$ cat src/rtl/multicycle_control.sv
// Moore control FSM for the multicycle datapath: fetch/decode/execute sequencing,
// mem_ready-stretched memory states, retired-instruction counter and sticky illegal flag.
module multicycle_control (
   input  logic                      clk,
   input  logic                      reset,
   input  logic [5:0]                opcode,
   input  logic                      mem_ready,
   output logic                      pc_write,
   output logic                      pc_write_cond,
   output logic                      i_or_d,
   output logic                      mem_read,
   output logic                      mem_write,
   output logic                      ir_write,
   output logic                      mem_to_reg,
   output logic                      reg_dst,
   output logic                      reg_write,
   output logic                      alu_src_a,
   output logic [1:0]                alu_src_b,
   output logic [1:0]                alu_op,
   output logic [1:0]                pc_source,
   output logic [3:0]                state,
   output logic                      illegal_op,
   output logic [15:0]               instr_retired
);

   localparam int unsigned ST_W  = 4;
   localparam int unsigned CNT_W = 16;

   localparam logic [5:0] OP_R    = 6'b000000;
   localparam logic [5:0] OP_LW   = 6'b100011;
   localparam logic [5:0] OP_SW   = 6'b101011;
   localparam logic [5:0] OP_BEQ  = 6'b000100;
   localparam logic [5:0] OP_ADDI = 6'b001000;
   localparam logic [5:0] OP_J    = 6'b000010;

   localparam logic [3:0] S_FETCH    = 4'd0;
   localparam logic [3:0] S_DECODE   = 4'd1;
   localparam logic [3:0] S_MEMADR   = 4'd2;
   localparam logic [3:0] S_MEMRD    = 4'd3;
   localparam logic [3:0] S_MEMWB    = 4'd4;
   localparam logic [3:0] S_MEMWR    = 4'd5;
   localparam logic [3:0] S_EXECUTE  = 4'd6;
   localparam logic [3:0] S_ALUWB    = 4'd7;
   localparam logic [3:0] S_BRANCH   = 4'd8;
   localparam logic [3:0] S_ADDIEXEC = 4'd9;
   localparam logic [3:0] S_ADDIWB   = 4'd10;
   localparam logic [3:0] S_JUMP     = 4'd11;

   logic [ST_W-1:0]  r_state;
   logic             r_illegal;
   logic [CNT_W-1:0] r_retired;
   logic [ST_W-1:0]  w_next;
   logic             w_set_illegal;
   logic             w_retire;

   // State, sticky illegal flag and retirement counter
   always_ff @(posedge clk) begin
      if (reset) begin
         r_state   <= S_FETCH;
         r_illegal <= 1'b0;
         r_retired <= '0;
      end else begin
         r_state <= w_next;
         if (w_set_illegal) r_illegal <= 1'b1;
         if (w_retire)      r_retired <= r_retired + CNT_W'(1);
      end
   end

   // Next-state logic; retirement is any completing transition back to FETCH
   always_comb begin
      w_next        = S_FETCH;
      w_set_illegal = 1'b0;
      w_retire      = 1'b0;
      case (r_state)
         S_FETCH:    w_next = mem_ready ? S_DECODE : S_FETCH;
         S_DECODE: begin
            case (opcode)
               OP_LW, OP_SW: w_next = S_MEMADR;
               OP_R:         w_next = S_EXECUTE;
               OP_BEQ:       w_next = S_BRANCH;
               OP_ADDI:      w_next = S_ADDIEXEC;
               OP_J:         w_next = S_JUMP;
               default: begin
                  w_next        = S_FETCH;
                  w_set_illegal = 1'b1;
               end
            endcase
         end
         S_MEMADR:   w_next = (opcode == OP_SW) ? S_MEMWR : S_MEMRD;
         S_MEMRD:    w_next = mem_ready ? S_MEMWB : S_MEMRD;
         S_MEMWB:    w_retire = 1'b1;
         S_MEMWR: begin
            w_next   = mem_ready ? S_FETCH : S_MEMWR;
            w_retire = mem_ready;
         end
         S_EXECUTE:  w_next = S_ALUWB;
         S_ALUWB:    w_retire = 1'b1;
         S_BRANCH:   w_retire = 1'b1;
         S_ADDIEXEC: w_next = S_ADDIWB;
         S_ADDIWB:   w_retire = 1'b1;
         S_JUMP:     w_retire = 1'b1;
         default:    w_next = S_FETCH;
      endcase
   end

   // Moore output decode; FETCH strobes gated by mem_ready, strobes killed under reset
   always_comb begin
      pc_write      = 1'b0;
      pc_write_cond = 1'b0;
      i_or_d        = 1'b0;
      mem_read      = 1'b0;
      mem_write     = 1'b0;
      ir_write      = 1'b0;
      mem_to_reg    = 1'b0;
      reg_dst       = 1'b0;
      reg_write     = 1'b0;
      alu_src_a     = 1'b0;
      alu_src_b     = 2'b00;
      alu_op        = 2'b00;
      pc_source     = 2'b00;
      case (r_state)
         S_FETCH: begin
            mem_read  = 1'b1;
            alu_src_b = 2'b01;
            ir_write  = mem_ready;
            pc_write  = mem_ready;
         end
         S_DECODE:   alu_src_b = 2'b11;
         S_MEMADR: begin
            alu_src_a = 1'b1;
            alu_src_b = 2'b10;
         end
         S_MEMRD: begin
            i_or_d   = 1'b1;
            mem_read = 1'b1;
         end
         S_MEMWB: begin
            mem_to_reg = 1'b1;
            reg_write  = 1'b1;
         end
         S_MEMWR: begin
            i_or_d    = 1'b1;
            mem_write = 1'b1;
         end
         S_EXECUTE: begin
            alu_src_a = 1'b1;
            alu_op    = 2'b10;
         end
         S_ALUWB: begin
            reg_dst   = 1'b1;
            reg_write = 1'b1;
         end
         S_BRANCH: begin
            alu_src_a     = 1'b1;
            alu_op        = 2'b01;
            pc_write_cond = 1'b1;
            pc_source     = 2'b01;
         end
         S_ADDIEXEC: begin
            alu_src_a = 1'b1;
            alu_src_b = 2'b10;
         end
         S_ADDIWB:   reg_write = 1'b1;
         S_JUMP: begin
            pc_write  = 1'b1;
            pc_source = 2'b10;
         end
         default: ;
      endcase
      if (reset) begin
         pc_write      = 1'b0;
         pc_write_cond = 1'b0;
         mem_read      = 1'b0;
         mem_write     = 1'b0;
         ir_write      = 1'b0;
         reg_write     = 1'b0;
      end
   end

   assign state         = r_state;
   assign illegal_op    = r_illegal;
   assign instr_retired = r_retired;

endmodule
$ cat config.mk
export PLATFORM = sky130hd
export DESIGN_NAME = multicycle_control
export DESIGN_NICKNAME = d
export VERILOG_FILES = /design/src/rtl/multicycle_control.sv
export SDC_FILE = /design/constraint.sdc
export NUM_CORES = 1
export LEC_CHECK = 0
export ABC_AREA = 1
export CAP_MARGIN = 20
export CORE_ASPECT_RATIO = 0.6
export CORE_MARGIN = 3
export CORE_UTILIZATION = 50
export DETAILED_ROUTE_END_ITERATION = 12
export GPL_ROUTABILITY_DRIVEN = 0
export GPL_TIMING_DRIVEN = 0
export PLACE_DENSITY = 0.95
export SETUP_SLACK_MARGIN = 0.2
export SLEW_MARGIN = 10
export SYNTH_ARGS = -nofsm -noshare
export SYNTH_HDL_FRONTEND = slang
export SYNTH_SLANG_ARGS = --single-unit
$ cat constraint.sdc
create_clock -name clk -period 2.3 [get_ports clk]
set_input_delay 0.345 -clock clk [delete_from_list [all_inputs] [get_ports clk]]
set_output_delay 0.345 -clock clk [all_outputs]
set_load 0.005 [all_outputs]
==> summary.md, run 1 <==
| Metric | Value |
|---|---|
| Status | complete, no violations |
| Fin nets | between 300 and 400 |
| Setup TNS | 0 ps |
| Layout cells sized above 1 | 10.8% |
| Post-synthesis sequential area ratio | just under 30% |
| Starting Density | about 55% |
| Global Route Usage Sum | between 20% and 30% |
| Yosys warns | 0 |
| Vias per inst | roughly 5.7 |
| Drt pass-1 iters | 7 |
| Largest net degree at the start of global routing | 14 |
| CTS Buffer Depth | 2 |
| Final worst path period share | between 80% and 90% |
| Critical Path Start Type | register |
| Core box area | roughly 2600 sq um |
| Netlist cell types | 21 |
| Clock transition at path regs | ~80 ps |
| Worst Path Arrival | approximately 1700 ps |
| Top-count cell post-synth | nand2_1 |
| Int Pwr | between 0.5 and 0.6 mW |
| RSZ-0062 raised after global routing | no |
| Critical Path Fanout Max | 6 |
| CTS tree | done |
| Comb pwr share | approximately 18% |
| Clock skew after layout | approximately 6 ps |
| ANT cells | 0 |
| Hold Path Class | in -> reg |
| Worst setup path class | reg -> out |
| Sw Share | a little over a quarter |
| Final Non-Filler Cells | approximately 330 |
| Highest clock rate | 489 MHz |
| Post-route DRC | 0 |
| Final HPWL DP | ~3400 microns |
| M1 WL | between 2000 and 2500 microns |
| Top post-synthesis cells by area | dfxtp_1, nand2_1, nor2_1 |
| Top-Level Pins | 46 |
| Vias in the first global route | around 1600 |
| CTS Buf Count | 3 |
| Cells after DPL | 320 |
| Max Transition Viols Final | 0 |
| Total of max-cap violations | 0 |
| Top-area cell type share of the netlist area | 29.2% |
| Drt initial violations | about 270 |
| Highest routed layer | met4 |
| CP Capture Type | output pin |
| PD cells | roughly 370 nW/um^2 |
| Worst-margin pin slew | around 470 ps |
| Flip-flop and latch count after synthesis | 21 |
| EDFF count, synth | 0 |
| Synth Flop Type | dfxtp_1 |
| Clock Power Share | roughly 33% |
| Sequential Area | roughly 430 sq um |
| Die H | ~48 microns |
| Skew-Pair Late Insertion Delay | approximately 260 ps |
| Clock tree sinks | 21 |
| Top cell type by total area after synthesis | dfxtp_1 |
| Endpoints failing setup | 0 |
| CTS H-Tree Depth | 1 |
| Area of the multi-input gates | 905 sq um |
| Antenna viol nets, final | 0 |
| Post-synth ARST share | 0% |
| Final wirelength | ~4600 microns |
| Final Power | around 0.76 mW |
| Via total after detailed routing | around 1900 |
| Synthesized area | 1440 sq um |
| Horiz. Die Dim | 75.3 microns |
| First-pass GRT wire length | ~7200 microns |
| Initial antenna violation count | 0 |
| Min cycle time layout | approximately 2000 ps |
| Pleak | ~0.79 nW |
| Synth-to-layout area growth | 41.2% |
| Root buf cell | clkbuf_8 |
| Met2 WL | just under 2000 microns |
| Fillers | roughly 190 |
| Avg Cell Area, Syn | about 5.9 sq um |
| Die ar. | approximately 3600 sq um |
| Routed met3 length | around 500 microns |
| Max VDD drop | 0.268 mV |
| Post-Syn Nets | 254 |
| Part of the power in registers | roughly half |
| Cell Rows | 14 |
| Port Buffers | 44 |
| Routed wire length per instance | 14.1 microns |
| Post-synthesis cell count | approximately 240 |
| Net Sw Power | about 0.21 mW |
| Required @ worst endpoint | 1960 ps |
| Post-CTS Hold Fix Bufs | 0 |
| Slew headroom | 69.0% |
| Post-synth top cells | nand2_1, nor2_1, inv_1 |
| Final Hold Viols | 0 |
| Grt total ovfl | 0 |
-- routing by layer --
metal  vias to the layer above  global-route usage, %
met5                         -                      0
met4                         0                   7.67
met3                        20                   5.45
met2                       138                   40.8
met1                       822                   37.6
li1                        892                      -
-- critical path, stage by stage, from the launching register on --
cell and delay (ps):
dfxtp_2 360, inv_1 100, nand2_2 110, nor2_2 210
nor2_1 90, nand3_1 70, clkdlybuf4s50_1 500
-- cells in the final DEF (no fill, tap or decap), types with 4 or more instances in the layout --
cell             instances
nand2_1                 60
nor2_1                  49
clkdlybuf4s50_1         42
inv_1                   26
a21oi_1                 19
nand3_1                 18
dfxtp_1                 17
nand4_1                 15
o21ai_0                  8
nor2_2                   6
nand2_2                  4
-- power by group through the flow --
stage | Combinational [mW] | Clock [mW] | Sequential [mW]
after floorplan | 0.0634 | 0 | 0.386
after global placement | 0.122 | 0 | 0.386
after detailed placement | 0.125 | 0 | 0.387
after CTS | 0.128 | 0.250 | 0.379
after global routing | 0.147 | 0.262 | 0.379
final | 0.134 | 0.247 | 0.379
-- worst paths after layout --
kind,start,end,slack [ps],cells past startpoint
max,state[2],alu_src_a,250,6
min,reset,instr_retired[13],420,2
max reg2reg,instr_retired[0],instr_retired[10],630,8
min reg2reg,illegal_op,illegal_op,500,2
-- kinds of logic after synthesis --
kind of cell / share of synthesized area (%)
AND/OR/NAND/NOR: 47.9
buffers and inverters: 9.65
AO/OA/AOI/OAI: 10.5
flip-flops: 29.2
XOR/XNOR: 1.83
adder cells (fa/ha/maj): 0.869
-- area by class of cell --
| class | count | area share, % |
|---|---|---|
| Multi-Input combinational cell | 190 | 44.5 |
| Buffer | 4 | 1.54 |
| Clock inverter | 1 | 0.369 |
| Tap cell | 32 | 1.97 |
| Timing Repair Buffer | 47 | 22.8 |
| Inverter | 29 | 5.54 |
| Sequential cell | 21 | 21.2 |
| Clock buffer | 3 | 2.03 |
-- sequential cells by signal, indices dropped and copies added, names as in the netlist --
signal / flops
state: 4
illegal_op: 1
instr_retired: 16
-- stage by stage --
| stage | utilization [%] | hold slack, ps | instance area (sq um) | setup slack (ps) |
|---|---|---|---|---|
| after floorplan | - | 463 | 1440 | 905 |
| after global placement | 73.0 | 471 | 1920 | 196 |
| after detailed placement | 73.0 | 461 | 1920 | 169 |
| after CTS | 75.8 | 487 | 1990 | 226 |
| after global routing | 77.3 | 434 | 2030 | 195 |
| final | 77.3 | 424 | 2030 | 254 |
-- what timing repair did --
action                                  4_1_cts  5_1_grt
buffers inserted                              2        1
endpoints found under the setup margin        7        7
gates resized for setup                       6       14
pin swaps                                     2        1
Note: power is estimated with default switching activity, not from simulation.
==> inputs of run 2 (changes only) <==
- CORE_MARGIN: 3 -> 1.5
- CORE_UTILIZATION: 50 -> 49
- PLACE_DENSITY: 0.95 -> 0.94
==> run 2 against run 1 <==
Effect of this change: via count down 3.4%; fmax down 0.14%; critical path type unchanged; clock skew up 0.58 ps; hold slack worse by 7.8 ps; total power down 0.50%; first-iteration DRC count down 9.8%.
==> summary.md, run 2 (synthesis gave the netlist of run 1 again) <==
| Metric | Value |
|---|---|
| Total of max-cap violations | 0 (unchanged) |
| Vias per inst | 5.41 (-5.4%) |
| Die ar. | 3280 sq um (-8.3%) |
| Area of the multi-input gates | 892 sq um (-1.4%) |
| RSZ-0062 raised after global routing | yes |
| Setup WS post-layout | 251 ps (-2.96 ps) |
| Hold_ws | 416 ps (-7.82 ps) |
| Largest net degree at the start of global routing | 13 (-1) |
| Root buf cell | clkbuf_8 |
| CTS H-Tree Depth | 1 (unchanged) |
| Final wirelength | 4180 microns (-9.4%) |
| Finished layout cell area | 2020 sq um (-0.80%) |
| Largest register FFs | 16 (unchanged) |
| Starting Density | 54.4% (-0.36 points) |
| Port Buffers | 44 (unchanged) |
| Final Power | 0.756 mW (-0.50%) |
| Cell Rows | 14 (unchanged) |
| Global Route Usage Sum | 27.1% (+0.69 points) |
| Fin nets | 305 (-0.33%) |
| Required @ worst endpoint | 1960 ps (about the same) |
| Skew-Pair Late Insertion Delay | 260 ps (about the same) |
| Vias in the first global route | 1463 (-9.9%) |
| Leading cell type in the layout, fill and taps excluded | nand2_1 |
| Sequential Area | 425 sq um (-1.2%) |
| Worst setup path class | reg -> out |
| Clock skew after layout | 6.62 ps (+0.584 ps) |
| Critical Path Start Type | register |
| CP Capture Type | output pin |
| Via total after detailed routing | 1808 (-3.4%) |
| CTS Buffer Depth | 2 (unchanged) |
| Status | complete, no violations |
| Synth-to-layout area growth | 40.1% |
| Pleak | 0.791 nW (about the same) |
| Highest-count cells in the layout ignoring fill and taps | nand2_1, nor2_1, clkdlybuf4s50_1 |
| Post-Place Cell Area | 1930 sq um (+0.52%) |
| CTS tree | done |
| Max VDD drop | 0.329 mV (+23%) |
| Routed wire length per instance | 12.5 microns (-11%) |
| Die H | 45.0 microns (-5.4%) |
| Max Transition Viols Final | 0 (unchanged) |
| PD cells | 375 nW/um^2 (+0.30%) |
| Horiz. Die Dim | 73.0 microns (-3.0%) |
| Clock transition at path regs | 80 ps (about the same) |
| Final Hold Viols | 0 (unchanged) |
| Drt pass-1 iters | 6 (-1) |
| Min cycle time layout | 2050 ps (+2.96 ps) |
| Drt initial violations | 239 (-9.8%) |
| Final HPWL DP | 3190 microns (-6.6%) |
| Final worst path period share | 89.1% (+0.13 points) |
| Grt total ovfl | 0 (unchanged) |
| Post-place setup slack | 175 ps (+5.57 ps) |
| Top-Level Pins | 46 (unchanged) |
| Worst-margin pin slew | 391 ps (-74.5 ps) |
| Highest clock rate | 488 MHz (-0.14%) |
| Clock tree sinks | 21 (unchanged) |
| Hold Path Class | in -> reg |
| Post-route DRC | 0 (unchanged) |
| Core box area | 2650 sq um (+0.67%) |
| First-pass GRT wire length | 6870 microns (-4.3%) |
| Endpoints failing setup | 0 (unchanged) |
| Antenna viol nets, final | 0 (unchanged) |
| Layout cells sized above 1 | 10.2% (-0.64 points) |
| CTS Buf Count | 3 (unchanged) |
| ANT cells | 0 (unchanged) |
| Initial antenna violation count | 0 (unchanged) |
| Slew headroom | 73.8% (+4.9 points) |
| Fillers | 211 (+14%) |
| Critical Path Fanout Max | 7 (+1) |
| Setup TNS | 0 ps (unchanged) |
| Worst Path Arrival | 1700 ps (about the same) |
==> run 2: layout make-up <==
cell class / count / share of cell area, %
plain buffers: 4 / 1.61
clock buffers: 3 / 2.05
clock inverters: 1 / 0.248
inverters: 29 / 5.59
multi-input cells: 190 / 44.3
flip-flops and latches: 21 / 21.1
well taps: 40 / 2.48
repair buffers: 46 / 22.7
==> run 2: stage by stage <==
| stage | instances | util [%] |
|---|---|---|
| 6_report | 334 | 76.2 |
| 3_5_place_dp | 328 | 72.9 |
| 5_1_grt | 334 | 76.2 |
| 3_3_place_gp | 328 | 72.9 |
| 2_1_floorplan | 244 | - |
| 4_1_cts | 334 | 75.4 |
==> run 2: critical path, stage by stage, from the launching register on <==
cell,delay (ps)
dfxtp_2,370
nor2_2,140
inv_1,90
nor2_1,140
nand2_1,110
nor2_1,100
clkdlybuf4s50_1,500
==> run 2: report_power, final <==
part / internal (mW) / switching [mW]
clock: 0.121 / 0.125
combinational: 0.0613 / 0.0693
sequential: 0.370 / 0.00894
total: 0.553 / 0.203
==> run 2: final timing paths <==
check | start | to | slack [ps] | cells past startpoint
hold / removal | reset | instr_retired[10] | 420 | 2
setup reg to reg | instr_retired[0] | instr_retired[8] | 730 | 7
hold reg to reg | illegal_op | illegal_op | 480 | 2
setup / recovery | state[1] | ir_write | 250 | 6
==> run 2: what timing repair did <==
action                     CTS  global route
hold buffers                 0             0
pin swaps                    3             0
gates resized for setup      4            13
setup endpoints to repair    6             7
setup buffers                2             0
==> run 2: layer usage <==
layer / wire [microns] / track usage (%) / vias up
met1: 1940 / 41.7 / 790
li1: - / - / 888
met3: 512 / 5.36 / 6
met4: 35 / 1.89 / 0
met5: 0 / 0 / -
met2: 1690 / 40.9 / 124
